$ cat config.mk
export PLATFORM = sky130hd
export DESIGN_NAME = turn_sequencer
export DESIGN_NICKNAME = d
export VERILOG_FILES = /design/src/rtl/turn_sequencer.sv
export SDC_FILE = /design/constraint.sdc
export NUM_CORES = 1
export LEC_CHECK = 0
export CAP_MARGIN = 40
export CORE_AREA = 4 4 41 43
export DETAILED_ROUTE_END_ITERATION = 10
export DIE_AREA = 0 0 45 47
export DONT_BUFFER_PORTS = 1
export GPL_ROUTABILITY_DRIVEN = 0
export PLACE_DENSITY = 0.67
export SYNTH_ARGS = -nofsm -noshare
export SYNTH_HDL_FRONTEND = slang
export SYNTH_SLANG_ARGS = --single-unit
$ cat constraint.sdc
create_clock -name clk -period 3.7 [get_ports clk]
set_input_delay 1.11 -clock clk [delete_from_list [all_inputs] [get_ports clk]]
set_output_delay 1.11 -clock clk [all_outputs]
set_load 0.01 [all_outputs]
$ cat src/rtl/turn_sequencer.sv
// Turn sequencer for an N-player board game: rotates the active player on each
// accepted move edge, counts moves, and detects win/draw end-of-game conditions.
module turn_sequencer #(
    parameter int NUM_PLAYERS = 2,
    parameter int MAX_MOVES   = 9,
    localparam int PW = (NUM_PLAYERS > 2) ? $clog2(NUM_PLAYERS) : 1,
    localparam int CW = $clog2(MAX_MOVES + 1)
) (
    input  logic                   clk,
    input  logic                   reset,
    input  logic                   start,
    input  logic                   move_req,
    input  logic [NUM_PLAYERS-1:0] win,
    output logic [PW-1:0]          cur_player,
    output logic [NUM_PLAYERS-1:0] player_sel,
    output logic                   move_ack,
    output logic [CW-1:0]          move_count,
    output logic [1:0]             game_state,
    output logic [PW-1:0]          winner,
    output logic                   game_over
);

    typedef enum logic [1:0] {
        S_IDLE = 2'b00,
        S_PLAY = 2'b01,
        S_WON  = 2'b10,
        S_DRAW = 2'b11
    } state_t;

    localparam logic [PW-1:0]          LAST_P = PW'(NUM_PLAYERS - 1);
    localparam logic [CW-1:0]          MAX_C  = CW'(MAX_MOVES);
    localparam logic [NUM_PLAYERS-1:0] SEL0   = {{(NUM_PLAYERS-1){1'b0}}, 1'b1};

    state_t        state;
    logic          move_q;
    logic          move_edge;
    logic [PW-1:0] first_player;
    logic [PW-1:0] first_next;

    function automatic logic [PW-1:0] next_player(input logic [PW-1:0] p);
        next_player = (p == LAST_P) ? '0 : p + PW'(1);
    endfunction

    function automatic logic [NUM_PLAYERS-1:0] decode(input logic [PW-1:0] p);
        decode = SEL0 << p;
    endfunction

    // Scan from the top so the lowest set index is the one that sticks.
    function automatic logic [PW-1:0] lowest_win(input logic [NUM_PLAYERS-1:0] w);
        lowest_win = '0;
        for (int i = NUM_PLAYERS - 1; i >= 0; i--) begin
            if (w[i]) lowest_win = PW'(i);
        end
    endfunction

    assign move_edge  = move_req & ~move_q;
    assign game_state = state;

    // The starting player rotates only when a finished game is restarted.
    always_comb begin
        first_next = first_player;
        if (state == S_WON || state == S_DRAW) first_next = next_player(first_player);
    end

    // NOTE: sequential state uses non-blocking assignments so every register
    // samples pre-edge values; blocking here would create order-dependent races.
    always_ff @(posedge clk or negedge reset) begin
        if (!reset) begin
            state        <= S_IDLE;
            move_q       <= 1'b0;
            first_player <= '0;
            cur_player   <= '0;
            player_sel   <= SEL0;
            move_ack     <= 1'b0;
            move_count   <= '0;
            winner       <= '0;
            game_over    <= 1'b0;
        end else begin
            move_q   <= move_req;
            move_ack <= 1'b0;
            if (start) begin
                state        <= S_PLAY;
                game_over    <= 1'b0;
                first_player <= first_next;
                cur_player   <= first_next;
                player_sel   <= decode(first_next);
                move_count   <= '0;
                winner       <= '0;
            end else if (state == S_PLAY) begin
                if (|win) begin
                    // A move edge in the same cycle as a win is dropped.
                    state     <= S_WON;
                    game_over <= 1'b1;
                    winner    <= lowest_win(win);
                end else if (move_count == MAX_C) begin
                    state     <= S_DRAW;
                    game_over <= 1'b1;
                end else if (move_edge) begin
                    move_ack   <= 1'b1;
                    move_count <= move_count + CW'(1);
                    cur_player <= next_player(cur_player);
                    player_sel <= decode(next_player(cur_player));
                end
            end
        end
    end

endmodule

==> results.ini <==
[cts]
post_cts_buffers=0
cts_sinks=12
cts.repair.resized=0
htreeDepth=1
cts_buffer_depth=2
holdBufCountCts=0
cts_buffers=3
cts_tree=done
insertion_delay_ns=0.27
path_clk_slew_ns=0.07
cts-root-buf=clkbuf_4

[detailed_routing]
drt_iter0_markers=8
drt-total-wl_um=1354
wl_per_cell_um=17.82
drc_errors=0
ant_nets=0
avgViaCountPerCell=5.934
via_count=451
dr.pass1.iters=4

[place]
dp.final_hpwl_um=1028
numPortBuffers=0

[sta]
rsz0062_at_grt=false
fin_setup_tns_ns=0
worst_pin_slew_ns=0.3912
maxSlewHeadroom_pct=73.92
finalMaxSlewViolations=0
hold_slack_ns=0.5103
finalCritPeriodShare_pct=53.14
setup_viol=0
fin_crit_ns=1.966
finClkSkew_ns=0.003579
timing.fmax_ghz=0.5086
hold_violations=0

[synthesis]
synth.largest_area_cell=dfrtp_1
synth-seq-cells=12
seq_area_frac_synth_pct=45.64
synth_cells=63
yosysWarnings=0
yosysUniqueCellTypes=30
synth_top_area_share_pct=41.67
avgSynthCellArea_um2=10.49
syn-num-nets=71
synth-edff-count=0
ys_top_cells_by_area=dfrtp_1 (42%), dfstp_2 (4.0%), ha_1 (3.8%)
ys.flop_type=dfrtp_1
syn_area_um2=660.6
async_reset_ff_share_pct=100.0

[pwr]
power.density_nw_per_um2=492.8
power_leakage_nw=0.2750
peakVddDrop_v=0.0003404

[finish]
multi_input_area_um2=310.3
fillers=133
seqCellArea_um2=301.5
diodes=0
final_nets=70
drive_gt1_share_pct=14.75
syn_to_final_growth_pct=2.651

[flow_run]
maxCapViolations=0

[setup_path]
criticalPathCategory=flip-flop to output pin
reg2reg_slack_ns=1.98
critPathMaxFanout=9
end_kind=output pin
regToRegStartpoint=move_count[1]
critPathRequiredTime_ns=2.59
worstReg2RegEnd=move_count[0]
r2r_cells=5
arrival_ns=0.86
start_kind=flip-flop

[die]
core-area_um2=1301
start_util_pct=50.77
die_x_um=45
die_h_um=47
ios=18
row_count=13
dieArea_um2=2115

[run_status]
status=finished, final reports clean

[hold_path]
hold_depth=1
hp-start=first_player
hold_end=first_player
hp-class=flip-flop to flip-flop

[global_routing]
gr-total-overflow=0
grt_use_total_pct=15.93
grt_start_max_net_pins=18
antenna_found_initial=0
grt_pass1_wl_um=2277
first_global_vias=486

-- how the worst max path moves through the flow --
stage	to	cells after the start	startpoint
after floorplan	move_count[3]	4	win[1]
after global placement	move_count[0]	3	win[1]
after detailed placement	move_count[3]	3	win[1]
after CTS	game_state[1]	0	game_over
after global routing	game_state[1]	0	game_over
final	game_state[1]	0	game_over
-- cell type report --
| class | instances | area share [%] |
|---|---|---|
| clock buffers | 4 | 5.351 |
| inverters | 3 | 1.661 |
| multi-input cells | 42 | 45.76 |
| flip-flops and latches | 12 | 44.46 |
| well taps | 15 | 2.768 |
-- cells by family after synthesis --
logic type                 synth area share, %
DFF                                      45.64
adders and majority gates                3.787
buffers and inverters                    7.385
muxes                                    3.409
xor gates and xnor gates                 2.652
AOI/OAI and AO/OA                        13.83
and+or+nand+nor                          23.30
-- cells in the final DEF (no fill, tap or decap), types with 2 or more instances in the layout --
master    instances
a21oi_1           3
clkbuf_4          3
dfrtp_1          11
ha_1              2
inv_1             3
mux2_1            2
nand2_1           3
nor2_1            5
nor2b_1           4
nor4_1            2
o21ai_0           2
o31a_1            2
o31ai_1           2
xnor2_1           2
-- power by group --
group / total (mW) / internal [mW] / switching (mW)
logic: 0.0476 / 0.0259 / 0.0217
clock network: 0.102 / 0.0599 / 0.0422
registers: 0.185 / 0.154 / 0.0311
-- layer usage --
| layer | wire length, um | share of wire [%] | GRT usage (%) |
|---|---|---|---|
| met5 | 0 | 0 | 0 |
| met2 | 680 | 50 | 24.86 |
| met4 | 26 | 1.9 | 8.772 |
| met1 | 574 | 42 | 18.44 |
| met3 | 72 | 5.3 | 6.897 |
-- state kept, by name, indices dropped and copies added (netlist names) --
name,count
game_over,1
move_q,1
first_player,1
move_ack,1
move_count,4
winner,1
game_state,1
cur_player,1
player_sel,1
-- Yosys cell counts, drive strengths merged (2+ instances only) --
cell	count
o31ai	2
buf	3
inv	3
o31a	2
clkbuf	3
xnor2	2
o21ai	2
nand2	3
nor4	3
a21oi	3
mux2	2
ha	2
nor2b	4
nor2	5
dfrtp	11
-- stage by stage --
| stage | setup slack (ns) | util (%) | instance area [um2] | power, mW | std cells |
|---|---|---|---|---|---|
| floorplan | 1.543 | - | 660.6 | 0.2318 | 63 |
| global route | 1.665 | 52.12 | 678.2 | 0.3547 | 76 |
| detailed placement | 1.503 | 49.33 | 641.9 | 0.2339 | 72 |
| global placement | 1.530 | 49.33 | 641.9 | 0.2300 | 72 |
| CTS | 1.715 | 52.12 | 678.2 | 0.3372 | 76 |
| finish | 1.734 | 52.12 | 678.2 | 0.3342 | 76 |
Power figures use the tool's default switching activity.
